===== config.mk =====
export PLATFORM = sky130hd
export DESIGN_NAME = button_gesture_fsm_flat
export DESIGN_NICKNAME = d
export VERILOG_FILES = /design/src/rtl/button_gesture_fsm_if.sv /design/src/rtl/button_gesture_fsm.sv /design/src/flat_wrapper.sv
export SDC_FILE = /design/constraint.sdc
export NUM_CORES = 1
export LEC_CHECK = 0
export BUFFER_PORTS_ARGS = -buffer_cell sky130_fd_sc_hd__buf_2
export CORE_UTILIZATION = 25
export DETAILED_ROUTE_END_ITERATION = 8
export GPL_ROUTABILITY_DRIVEN = 0
export PLACE_DENSITY_LB_ADDON = 0.2
export SLEW_MARGIN = 25
export SYNTH_ARGS = -nofsm -noshare
export SYNTH_HDL_FRONTEND = slang
export SYNTH_SLANG_ARGS = --single-unit

===== constraint.sdc =====
create_clock -name i_clk -period 2.44 [get_ports i_clk]
set_input_delay 0.488 -clock i_clk [delete_from_list [all_inputs] [get_ports i_clk]]
set_output_delay 0.488 -clock i_clk [all_outputs]
set_load 0.02 [all_outputs]

===== src/rtl/button_gesture_fsm_if.sv =====
// Button gesture bus: debounced button in, gesture strobes and status levels out.
// Latency: none, plain wires between the debouncer, the classifier and the control logic.
// Backpressure: none; strobes are single-cycle and the consumer must take them when they fire.
interface button_gesture_fsm_if;
  logic i_level;   // debounced switch level, 1 = pressed
  logic i_rise;    // one-cycle pulse at debounced press start
  logic o_short;   // one-cycle strobe: single short press completed
  logic o_long;    // one-cycle strobe: press reached the long threshold
  logic o_double;  // one-cycle strobe: second press started inside the gap window
  logic o_held;    // level: long press still held
  logic o_busy;    // level: classifier not idle

  // Side that drives the button and consumes the events (debouncer / bench).
  modport master (
    output i_level,
    output i_rise,
    input  o_short,
    input  o_long,
    input  o_double,
    input  o_held,
    input  o_busy
  );

  // Classifier side.
  modport slave (
    input  i_level,
    input  i_rise,
    output o_short,
    output o_long,
    output o_double,
    output o_held,
    output o_busy
  );
endinterface


===== src/rtl/button_gesture_fsm.sv =====
// Classifies one debounced button into short-press, long-press and double-click events.
// Latency: strobes and status levels are registered, one cycle after the deciding cycle.
// Backpressure: none; events are fire-and-forget single-cycle strobes.
module button_gesture_fsm #(
  parameter int LONG_TICKS = 50_000_000,  // press length for a long press, >= 2
  parameter int GAP_TICKS  = 25_000_000   // max idle gap after release for a double, >= 2
) (
  input logic          i_clk,
  input logic          i_rst_n,
  button_gesture_fsm_if.slave bus
);

  localparam int MAX_TICKS = (LONG_TICKS > GAP_TICKS) ? LONG_TICKS : GAP_TICKS;
  localparam int CW        = $clog2(MAX_TICKS + 1);

  localparam logic [CW-1:0] LONG_LAST = CW'(LONG_TICKS - 1);
  localparam logic [CW-1:0] GAP_LAST  = CW'(GAP_TICKS - 1);
  localparam logic [CW-1:0] CNT_MAX   = {CW{1'b1}};

  typedef enum logic [2:0] {
    ST_IDLE   = 3'd0,
    ST_PRESS1 = 3'd1,
    ST_HELD   = 3'd2,
    ST_GAP    = 3'd3,
    ST_PRESS2 = 3'd4
  } state_t;

  state_t          state_q;
  state_t          state_d;
  logic [CW-1:0]   cnt_q;
  logic [CW-1:0]   cnt_d;
  logic            level_q;
  logic            fall;
  logic            short_d;
  logic            long_d;
  logic            double_d;
  logic            short_q;
  logic            long_q;
  logic            double_q;
  logic            held_q;
  logic            busy_q;

  // Release is the debounced level dropping relative to its one-cycle-old copy.
  assign fall = level_q & ~bus.i_level;

  // State, counter, level history and registered outputs; reset aborts silently.
  always_ff @(posedge i_clk or negedge i_rst_n) begin
    if (!i_rst_n) begin
      state_q  <= ST_IDLE;
      cnt_q    <= '0;
      level_q  <= 1'b0;
      short_q  <= 1'b0;
      long_q   <= 1'b0;
      double_q <= 1'b0;
      held_q   <= 1'b0;
      busy_q   <= 1'b0;
    end else begin
      state_q  <= state_d;
      cnt_q    <= cnt_d;
      level_q  <= bus.i_level;
      short_q  <= short_d;
      long_q   <= long_d;
      double_q <= double_d;
      held_q   <= (state_d == ST_HELD);
      busy_q   <= (state_d != ST_IDLE);
    end
  end

  // Next-state and strobe decision; each transition raises at most one strobe.
  always_comb begin
    state_d  = state_q;
    short_d  = 1'b0;
    long_d   = 1'b0;
    double_d = 1'b0;
    case (state_q)
      ST_IDLE: begin
        // A level already high out of reset, or a stray release, is ignored here.
        if (bus.i_rise) state_d = ST_PRESS1;
      end
      ST_PRESS1: begin
        if (cnt_q == LONG_LAST) begin
          long_d  = 1'b1;
          // Releasing in the very cycle the threshold is hit skips HELD entirely.
          state_d = fall ? ST_IDLE : ST_HELD;
        end else if (fall) begin
          state_d = ST_GAP;
        end
      end
      ST_HELD: begin
        if (fall) state_d = ST_IDLE;
      end
      ST_GAP: begin
        // A second press on the timeout cycle still counts as a double.
        if (bus.i_rise) begin
          double_d = 1'b1;
          state_d  = ST_PRESS2;
        end else if (cnt_q == GAP_LAST) begin
          short_d = 1'b1;
          state_d = ST_IDLE;
        end
      end
      ST_PRESS2: begin
        // The second press of a double is swallowed whatever its length.
        if (fall) state_d = ST_IDLE;
      end
      default: begin
        state_d = ST_IDLE;
      end
    endcase
  end

  // Tick counter: restarts on any state change, counts in PRESS1/GAP, saturates.
  always_comb begin
    cnt_d = cnt_q;
    if (state_d != state_q) begin
      cnt_d = '0;
    end else if (((state_q == ST_PRESS1) || (state_q == ST_GAP)) && (cnt_q != CNT_MAX)) begin
      cnt_d = cnt_q + CW'(1);
    end
  end

  assign bus.o_short  = short_q;
  assign bus.o_long   = long_q;
  assign bus.o_double = double_q;
  assign bus.o_held   = held_q;
  assign bus.o_busy   = busy_q;

endmodule


===== src/flat_wrapper.sv =====
// flat-port wrapper written by rule: the top's interface ports become plain ports
module button_gesture_fsm_flat 
#(
  parameter int LONG_TICKS = 50_000_000,                                        
  parameter int GAP_TICKS  = 25_000_000                                                   
)
  (i_clk, i_rst_n, bus_i_level, bus_i_rise, bus_o_short, bus_o_long, bus_o_double, bus_o_held, bus_o_busy);
  button_gesture_fsm_if bus_i ();
  input logic i_clk;
  input logic i_rst_n;
  input wire logic [$bits(bus_i.i_level)-1:0] bus_i_level;
  input wire logic [$bits(bus_i.i_rise)-1:0] bus_i_rise;
  output wire logic [$bits(bus_i.o_short)-1:0] bus_o_short;
  output wire logic [$bits(bus_i.o_long)-1:0] bus_o_long;
  output wire logic [$bits(bus_i.o_double)-1:0] bus_o_double;
  output wire logic [$bits(bus_i.o_held)-1:0] bus_o_held;
  output wire logic [$bits(bus_i.o_busy)-1:0] bus_o_busy;
  assign bus_i.i_level = bus_i_level;
  assign bus_i.i_rise = bus_i_rise;
  assign bus_o_short = bus_i.o_short;
  assign bus_o_long = bus_i.o_long;
  assign bus_o_double = bus_i.o_double;
  assign bus_o_held = bus_i.o_held;
  assign bus_o_busy = bus_i.o_busy;
  button_gesture_fsm #(.LONG_TICKS(LONG_TICKS), .GAP_TICKS(GAP_TICKS)) u_core (.i_clk(i_clk), .i_rst_n(i_rst_n), .bus(bus_i));
endmodule

==> impl_metrics.csv, run 1 <==
group,metric,value,unit
outcome,status,"finished clean",
cts,cts_buffers,5,
finish,drive_gt1_share,19.7,%
floorplanning,initial_core_util,26.1,%
finish,layout_common_cells,"dfrtp_1 (35), nor2_1 (23), xnor2_1 (18), buf_4 (18), nand2_1 (15)",
logic_synthesis,synth_fp_nets,223,
grt,grt_pass1_wl,8.71,mm
place,place_inst,333,
finish,layout.nets,244,
grt,grt_pass1_vias,1737,
setup_path,path_max_fanout,12,
routing,drc,0,
finish,multiInputGateArea,0.00109,mm^2
logic_synthesis,ys_ff_latch,35,
power,power_density,725,mW/mm^2
finish,fin_cells,341,
floorplanning,fp.dieH,92.3,um
routing,vias,1717,
sta,setup_tns,0,ps
cts,cts_max_level,2,
sta,holdWs,295,ps
finish,area_delta_synth_final,17.2,%
logic_synthesis,synthesis.area,0.00204,mm^2
routing,vias_per_cell,5.04,
floorplanning,fp.coreArea,0.00781,mm^2
sta,fin_crit_sh,92.2,%
cts,cts_root_buf,"clkbuf_8",
sta,slew_headroom,45.8,%
power,peakVddDrop,0.360,mV
cts,clk_pin_slew_worst_paths,80,ps
floorplanning,dieArea,0.00852,mm^2
logic_synthesis,synth_area_leader_cell,"dfrtp_1",
logic_synthesis,yosysWarnings,0,
grt,grt_max_degree,36,
finish,finalInstanceArea,0.00239,mm^2
finish,n_fill_cell,843,
min_path,hp-class,"in2async",
routing,final_antenna_net_count,0,
setup_path,critical_path_required,2610,ps
finish,diodes,0,
setup_path,r2r_cells,6,
sta,setup_viol,0,
power,clock_power_share,29.5,%
setup_path,reg2reg_slack,190,ps
place,port_buffers,8,
logic_synthesis,synth_top_area_share,43.0,%
logic_synthesis,synth_edf_count,0,
finish,layout_commonest_cell,"dfrtp_1",
routing,finalWirelength,5.01,mm
sta,rsz0062_at_grt,"no",
finish,layout.area.seq,876,um^2
power,p_int,0.00114,W
grt,track_usage,13.0,%
routing,avgRoutedWirePerCell,14.7,um
logic_synthesis,synthDistinctLibCells,48,
sta,worstMarginPinSlew,814,ps
logic_synthesis,synthCells,218,
sta,fin_worst_skew,7.16,ps
place,dp_hpwl,3.63,mm
power,power.switching,0.000595,W
setup_path,crit_arrival,2420,ps
flow_run,max-cap-violations,0,
grt,grt_overflow,0,
logic_synthesis,netlist_top_cells_area,"dfrtp_1 (43%), xnor2_1 (7.7%), nand4_1 (4.3%), nor2_1 (4.2%), a21oi_1 (3.4%)",
setup_path,path_class,"reg2reg",
logic_synthesis,yosys_most_used_dff,"dfrtp_1",
logic_synthesis,ys_seq_area_share,43.0,%
logic_synthesis,synthArstFlopShare,100,%
sta,setup_ws,191,ps
power,switching_share,34.4,%
floorplanning,die_x,92.3,um
floorplanning,rows,32,
routing,drtIter0Drc,46,
setup_path,reg2reg_from,"u_core.cnt_q[25]",
cts,cts_tree,"done",
sta,max_clock_freq,445,MHz
place,placedInstanceArea,0.00225,mm^2
power,power_leakage,0.901,nW
cts,cts.sinks,35,
cts,clk_latency,290,ps
cts,clockBufferDepth,2,
grt,antenna_found_initial,0,
routing,first_pass_iters,4,
setup_path,setup.worst_path.start_class,"register",
setup_path,crit_path_end_kind,"register",
logic_synthesis,syn_area_per_cell,9.35,um^2
place,dp_slack,68.8,ps
power,comb_power_share,30.7,%
sta,final_hold_viol_count,0,
sta,period_needed,2250,ps
cts,postCtsHoldBufs,0,
power,seqPwrFrac,39.9,%
floorplanning,ios,9,
setup_path,r2r-end,"u_core.cnt_q[0]",
sta,maxSlewViolCount,0,
[registers in the layout, indices dropped and copies added, names as in the netlist]
name / count
u_core.bus.o_held: 1
u_core.state_q: 3
u_core.cnt_q: 26
u_core.bus.o_busy: 1
u_core.bus.o_double: 1
u_core.level_q: 1
u_core.bus.o_long: 1
u_core.bus.o_short: 1
[kinds of logic (layout without fill, tap and decap cells)]
logic type / Yosys count / in the layout / share of synthesized area (%)
and+or+nand+nor: 103 / 103 / 28.1
AOI/OAI and AO/OA: 41 / 41 / 13.9
DFF: 35 / 35 / 43.0
xor gates and xnor gates: 19 / 19 / 8.16
buffers and inverters: 17 / 38 / 5.16
muxes: 2 / 2 / 1.04
adders and majority gates: 1 / 1 / 0.614
[worst max path at each step]
stage	from	to	slack [ps]	cells after the start
floorplan	u_core.cnt_q[17]	u_core.cnt_q[9]	240	7
global placement	u_core.cnt_q[9]	u_core.cnt_q[1]	60	6
detailed placement	u_core.cnt_q[9]	u_core.cnt_q[0]	70	7
CTS	u_core.cnt_q[9]	u_core.cnt_q[0]	40	6
global route	u_core.cnt_q[25]	u_core.cnt_q[0]	80	6
finish	u_core.cnt_q[25]	u_core.cnt_q[0]	190	6
[Yosys cell counts (2+ instances only)]
| cell | number |
|---|---|
| or3_1 | 2 |
| a21oi_1 | 14 |
| nand3_1 | 10 |
| nor2b_1 | 2 |
| nor4b_1 | 2 |
| nand2b_1 | 4 |
| a211oi_1 | 3 |
| nor4_1 | 5 |
| nand3b_1 | 3 |
| a31o_2 | 2 |
| clkbuf_1 | 8 |
| nand4_1 | 14 |
| inv_1 | 5 |
| o21ai_0 | 8 |
| a2111oi_0 | 6 |
| buf_12 | 2 |
| nor2_1 | 23 |
| dfrtp_1 | 35 |
| and3_1 | 5 |
| xnor2_1 | 18 |
| nor3_1 | 4 |
| nand2_1 | 15 |
| and4_1 | 3 |
[per-stage QoR]
| stage | power, W | util (%) |
|---|---|---|
| 3_3_place_gp | 0.00122 | 28.9 |
| 3_5_place_dp | 0.00122 | 28.9 |
| 2_1_floorplan | 0.00117 | - |
| 6_report | 0.00173 | 30.6 |
| 5_1_grt | 0.00185 | 30.6 |
| 4_1_cts | 0.00174 | 30.2 |
[power by group through the flow]
stage | Clock (W) | Combinational (W) | Sequential, W
2_1_floorplan | 0 | 0.000471 | 0.000697
3_3_place_gp | 0 | 0.000515 | 0.000701
3_5_place_dp | 0 | 0.000516 | 0.000700
4_1_cts | 0.000535 | 0.000518 | 0.000689
5_1_grt | 0.000555 | 0.000589 | 0.000701
6_report | 0.000510 | 0.000531 | 0.000691
[per-layer routing]
metal	wire (um)	GRT usage, %	vias up
met3	124	2.87	2
met4	22	4.95	0
met5	0	0	-
met1	2450	17.0	856
met2	2420	20.9	18
li1	-	-	841
[critical path: stages, from the launching register on]
cell	delay, ps
dfrtp_1	420
or4b_1	470
or4_4	450
o31ai_4	260
o311a_4	270
buf_4	200
nor2_1	70
[timing repair]
| item | in CTS | in global routing |
|---|---|---|
| setup endpoints to repair | 0 | 23 |
| buffers inserted | 0 | 1 |
| resized for setup | 0 | 4 |
[final cells by class]
type	count	area share, %
well taps	102	5.34
inverters	5	0.786
clock buffers	6	3.04
clock inverters	1	1.26
multi-input cells	166	45.6
flip-flops and latches	35	36.7
repair buffers	26	7.33
No activity file was read; power rests on OpenSTA's default activity.
==> run 2: changes to the inputs <==
--- a/config.mk
+++ b/config.mk
@@ -5,7 +5,7 @@
 export SDC_FILE = /design/constraint.sdc
 export NUM_CORES = 1
 export LEC_CHECK = 0
-export BUFFER_PORTS_ARGS = -buffer_cell sky130_fd_sc_hd__buf_2
+export BUFFER_PORTS_ARGS = -buffer_cell sky130_fd_sc_hd__buf_4
 export CORE_UTILIZATION = 25
 export DETAILED_ROUTE_END_ITERATION = 8
 export GPL_ROUTABILITY_DRIVEN = 0
==> run 2 against run 1 <==
Worst setup slack worse by 50 ps. Combinational power grew 4.5%. Largest power group unchanged. Critical path type unchanged. Sequential power barely moved. Cell count shrank 1.2%. Sequential cell count unchanged. Via count down 0.41%.
==> impl_metrics.csv, run 2 (synthesis gave the netlist of run 1 again) <==
group,metric,value,unit
finish,largest_reg_flops,26,
power,p_int,0.00104,W
setup_path,reg2reg_from,"u_core.cnt_q[17]",
setup_path,path_class,"reg2reg",
cts,cts_max_level,2,
finish,drive_gt1_share,17.0,%
finish,fin_util,29.9,%
floorplanning,rows,32,
floorplanning,fp.dieH,92.3,um
floorplanning,fp.coreArea,0.00781,mm^2
setup_path,r2r_cells,6,
grt,grt_pass1_wl,8.53,mm
power,power_leakage,0.872,nW
power,power_density,695,mW/mm^2
cts,clockBufferDepth,2,
finish,multiInputGateArea,0.00106,mm^2
grt,grt_overflow,0,
finish,top_register,"u_core.cnt_q",
power,comb_power_share,34.2,%
finish,layout.nets,241,
sta,setup_viol,0,
cts,cts_tree,"done",
sta,max_clock_freq,435,MHz
routing,drc,0,
cts,clk_latency,280,ps
power,clock_power_share,23.4,%
power,power.switching,0.000580,W
sta,fin_crit_sh,94.2,%
floorplanning,initial_core_util,26.1,%
sta,worstMarginPinSlew,726,ps
min_path,hp-class,"in2async",
floorplanning,ios,9,
finish,area_delta_synth_final,14.5,%
routing,vias,1710,
finish,diodes,0,
grt,grt_max_degree,36,
finish,layout_commonest_cell,"dfrtp_1",
setup_path,path_max_fanout,11,
sta,period_needed,2300,ps
finish,n_fill_cell,835,
cts,clk_pin_slew_worst_paths,70,ps
sta,slew_headroom,50.4,%
sta,setup_tns,0,ps
sta,rsz0062_at_grt,"no",
grt,track_usage,12.8,%
cts,cts_buffers,5,
grt,antenna_found_initial,0,
setup_path,reg2reg_slack,140,ps
routing,final_antenna_net_count,0,
sta,fin_worst_skew,6.70,ps
setup_path,critical_path_required,2610,ps
cts,postCtsSetupRepairBufs,0,
setup_path,critPathLaunch,"u_core.cnt_q[17]",
setup_path,crit_arrival,2460,ps
setup_path,setup.worst_path.start_class,"register",
cts,cts.sinks,35,
routing,avgRoutedWirePerCell,14.5,um
cts,postCtsHoldBufs,0,
floorplanning,dieArea,0.00852,mm^2
routing,finalWirelength,4.88,mm
sta,maxSlewViolCount,0,
outcome,status,"finished clean",
flow_run,max-cap-violations,0,
power,peakVddDrop,0.214,mV
finish,top_regs,"u_core.cnt_q: 26 flops, u_core.state_q: 3 flops",
setup_path,r2r-end,"u_core.cnt_q[24]",
routing,vias_per_cell,5.07,
finish,layout_common_cells,"dfrtp_1 (35), nor2_1 (23), buf_4 (22)",
routing,first_pass_iters,4,
setup_path,crit_path_end_kind,"register",
floorplanning,die_x,92.3,um
cts,cts_root_buf,"clkbuf_8",
finish,layout.area.seq,876,um^2
sta,final_hold_viol_count,0,
power,switching_share,35.7,%
power,seqPwrFrac,42.5,%
place,dp_hpwl,3.57,mm
place,port_buffers,8,
grt,grt_pass1_vias,1756,
routing,drtIter0Drc,95,
-- run 2: worst max-delay path by stage --
stage / endpoint / slack (ps)
5_1_grt: u_core.cnt_q[20] / 7
6_report: u_core.cnt_q[24] / 140
3_3_place_gp: u_core.cnt_q[3] / 180
2_1_floorplan: u_core.cnt_q[9] / 240
4_1_cts: u_core.cnt_q[12] / 120
3_5_place_dp: u_core.cnt_q[12] / 150
-- run 2: metrics by stage --
step	power (W)	instance area (um^2)	setup WS [ps]	instances	hold slack, ps
2_1_floorplan	0.00117	2040	244	218	192
3_3_place_gp	0.00125	2260	182	331	493
4_1_cts	0.00164	2330	121	337	187
3_5_place_dp	0.00125	2260	146	331	488
6_report	0.00162	2330	140	337	158
5_1_grt	0.00174	2330	7.28	337	192
-- run 2: power by group through the flow --
stage / sequential, W / combinational, W / clock, W
finish: 0.000690 / 0.000555 / 0.000379
global route: 0.000699 / 0.000617 / 0.000428
CTS: 0.000688 / 0.000550 / 0.000398
detailed placement: 0.000699 / 0.000549 / 0
global placement: 0.000702 / 0.000552 / 0
floorplan: 0.000697 / 0.000471 / 0
-- run 2: area by class of cell --
class | count | area share, %
multi-input combinational | 166 | 45.6
sequential | 35 | 37.5
timing repair buffer | 23 | 7.56
tap | 102 | 5.47
clock buffer | 6 | 3.11
inverter | 5 | 0.804
-- run 2: critical path: stages (launching register included) --
cell	delay [ps]
dfrtp_1	410
or4b_1	540
or4_4	450
o31ai_4	240
o311a_1	270
buf_4	210
nor2_1	70
-- run 2: timing repair --
| item | 4_1_cts | 5_1_grt |
|---|---|---|
| endpoints found under the hold margin | 0 | 0 |
| setup endpoints to repair | 0 | 1 |
| gates resized for setup | 0 | 1 |
-- run 2: per-layer routing --
layer / vias to the layer above / share of wire (%) / track usage (%)
li1: 834 / - / -
met1: 848 / 48 / 16.6
met2: 26 / 49 / 21.6
met3: 2 / 3.0 / 2.71
met4: 0 / 0.29 / 3.13
met5: - / 0 / 0
==> run 3: changes to the inputs <==
--- a/config.mk
+++ b/config.mk
@@ -5,6 +5,7 @@
 export SDC_FILE = /design/constraint.sdc
 export NUM_CORES = 1
 export LEC_CHECK = 0
+export ABC_AREA = 1
 export BUFFER_PORTS_ARGS = -buffer_cell sky130_fd_sc_hd__buf_4
 export CORE_UTILIZATION = 25
 export DETAILED_ROUTE_END_ITERATION = 8
==> run 3 against run 2 <==
Sequential power down 4.3%. Via count shrank 1.1%. Worst setup slack improved by 230 ps. Non-clock buffer count decreased by 15.
==> impl_metrics.csv, run 3 <==
group,metric,value,unit
finish,layout.nets,295,
logic_synthesis,synth_area_leader_cell,"dfrtp_1",
cts,cts-resized-gates,0,
sta,worstMarginPinSlew,447,ps
cts,cts_max_level,2,
sta,slew_headroom,70.0,%
cts,cts_root_buf,"clkbuf_8",
grt,antenna_found_initial,0,
outcome,status,"finished clean",
finish,drive_gt1_share,14.8,%
sta,setup_viol,0,
sta,fin_crit_sh,84.6,%
cts,clockBufferDepth,2,
finish,finalInstanceArea,0.00236,mm^2
cts,clk_pin_slew_worst_paths,80,ps
logic_synthesis,synth_commonest_cells,"nand2_1 (62), nor2_1 (57), dfrtp_1 (35)",
power,clock_power_share,29.9,%
min_path,hp-class,"in2async",
routing,finalWirelength,4.60,mm
setup_path,cp_common_cell,"nand2_1",
power,switching_share,38.7,%
setup_path,cpPeakStageDelay,380,ps
cts,cts.sinks,35,
finish,diodes,0,
logic_synthesis,synthDistinctLibCells,27,
power,power_density,740,mW/mm^2
cts,cts_buffers,5,
power,seqPwrFrac,37.8,%
cts,postCtsHoldBufs,0,
finish,layout_common_cells,"nand2_1 (62), nor2_1 (57), dfrtp_1 (35)",
setup_path,path_max_fanout,25,
finish,area_delta_synth_final,13.1,%
sta,rsz0062_at_grt,"no",
setup_path,reg2reg_slack,370,ps
finish,top_regs,"u_core.cnt_q: 26 flops, u_core.state_q: 3 flops",
place,dp_hpwl,3.57,mm
sta,period_needed,2070,ps
power,power.switching,0.000675,W
place,placedInstanceArea,0.00224,mm^2
setup_path,path_buf_inv,0,
floorplanning,dieArea,0.00871,mm^2
setup_path,path_class,"reg2reg",
cts,postCtsSetupRepairBufs,0,
finish,largest_reg_flops,26,
setup_path,cp_slowest_cell,"dfrtp_1",
cts,clk_latency,290,ps
floorplanning,die_x,93.3,um
setup_path,crit_family,"simple AND/OR/NAND/NOR gates",
finish,top_register,"u_core.cnt_q",
logic_synthesis,synthesis.area,0.00208,mm^2
routing,vias,1692,
power,power_leakage,0.937,nW
power,peakVddDrop,0.411,mV
flow_run,max-cap-violations,0,
setup_path,critical_path_required,2640,ps
routing,avgRoutedWirePerCell,11.7,um
logic_synthesis,synthCells,278,
logic_synthesis,synth.most_common_cell,"nand2_1",
routing,drc,0,
logic_synthesis,synth_top_area_share,42.0,%
routing,drtIter0Drc,63,
floorplanning,initial_core_util,26.4,%
setup_path,worst-path-stages,11,
routing,first_pass_iters,4,
cts,cts_tree,"done",
floorplanning,fp.dieH,93.3,um
logic_synthesis,ys_seq_area_share,42.0,%
setup_path,crit_arrival,2270,ps
logic_synthesis,ys_ff_latch,35,
finish,layout_commonest_cell,"nand2_1",
sta,fin_worst_skew,8.22,ps
grt,grt_pass1_wl,8.30,mm
setup_path,crit_path_end_kind,"register",
setup_path,r2r_cells,11,
floorplanning,ios,9,
logic_synthesis,synthArstFlopShare,100,%
logic_synthesis,netlist_top_cells_area,"dfrtp_1 (42%), nand2_1 (11%), nor2_1 (10%), xor2_1 (6.3%), inv_1 (5.9%)",
routing,vias_per_cell,4.31,
grt,grt_max_degree,36,
sta,maxSlewViolCount,0,
floorplanning,fp.coreArea,0.00789,mm^2
logic_synthesis,synth_edf_count,0,
logic_synthesis,yosys_most_used_dff,"dfrtp_1",
logic_synthesis,synth_fp_nets,283,
logic_synthesis,syn_area_per_cell,7.50,um^2
power,comb_power_share,32.3,%
setup_path,setup.worst_path.start_class,"register",
sta,setup_tns,0,ps
setup_path,path_cells,"ha_1 -> nand2_1 -> nor2_1 -> nand2_2 -> nor2_1 -> nand2_1 -> nand2_1 -> nand4_1 -> nand2_2 -> nand3_4 -> a21oi_1",
sta,max_clock_freq,484,MHz
place,port_buffers,8,
floorplanning,rows,32,
routing,final_antenna_net_count,0,
grt,grt_overflow,0,
power,p_int,0.00107,W
grt,track_usage,12.2,%
sta,final_hold_viol_count,0,
grt,grt_pass1_vias,1751,
logic_synthesis,yosysWarnings,0,
run 3: cells by family after synthesis:
logic type | share of synthesized area [%]
xor+xnor | 6.72
simple gates | 39.6
fa+ha+maj | 0.600
flops | 42.0
buf+inv | 7.44
compound gates | 3.60
run 3: through the flow:
step / worst slack (ps) / util [%] / hold WS, ps / power (W) / std cells
floorplan: 714 / - / 192 / 0.00117 / 278
global placement: 407 / 28.5 / 471 / 0.00125 / 385
detailed placement: 381 / 28.5 / 476 / 0.00125 / 385
CTS: 365 / 29.9 / 153 / 0.00178 / 393
global route: 98.3 / 29.9 / 168 / 0.00188 / 393
finish: 375 / 29.9 / 144 / 0.00175 / 393
run 3: worst paths after layout:
check	endpoint	from
max	u_core.cnt_q[20]	u_core.cnt_q[0]
min	u_core.cnt_q[12]	i_rst_n
max reg2reg	u_core.cnt_q[20]	u_core.cnt_q[0]
min reg2reg	u_core.cnt_q[1]	u_core.cnt_q[1]
max in group asynchronous	u_core.cnt_q[17]	i_rst_n
min in group i_clk	u_core.level_q	bus_i_level
run 3: layer usage:
| layer | vias up | part of all wire [%] | GRT usage [%] |
|---|---|---|---|
| met4 | 0 | 1.0 | 4.36 |
| met2 | 19 | 47 | 20.2 |
| met3 | 4 | 2.8 | 2.44 |
| met5 | - | 0 | 0 |
| li1 | 891 | - | - |
| met1 | 778 | 50 | 15.9 |
run 3: worst register-to-register path, cell delays in order (launching register included):
cell and delay [ps]:
dfrtp_1 380, ha_1 170, nand2_1 120, nor2_1 150, nand2_2 70, nor2_1 80, nand2_1 80, nand2_1 140
nand4_1 110, nand2_2 110, nand3_4 310, a21oi_1 250
run 3: power by group through the flow:
stage                     Sequential (W)  Combinational, W  Clock (W)
after floorplan                 0.000675          0.000491          0
after global placement          0.000672          0.000574          0
after detailed placement        0.000672          0.000574          0
after CTS                       0.000660          0.000575   0.000546
after global routing            0.000667          0.000642   0.000571
final                           0.000660          0.000563   0.000522
run 3: final cells by class:
type	instances	area (um^2)
Sequential cell	35	876
Multi-Input combinational cell	206	1050
Fill cell	848	5530
Clock inverter	3	43.8
Inverter	34	128
Clock buffer	5	68.8
Timing Repair Buffer	8	60.1
Tap cell	102	128
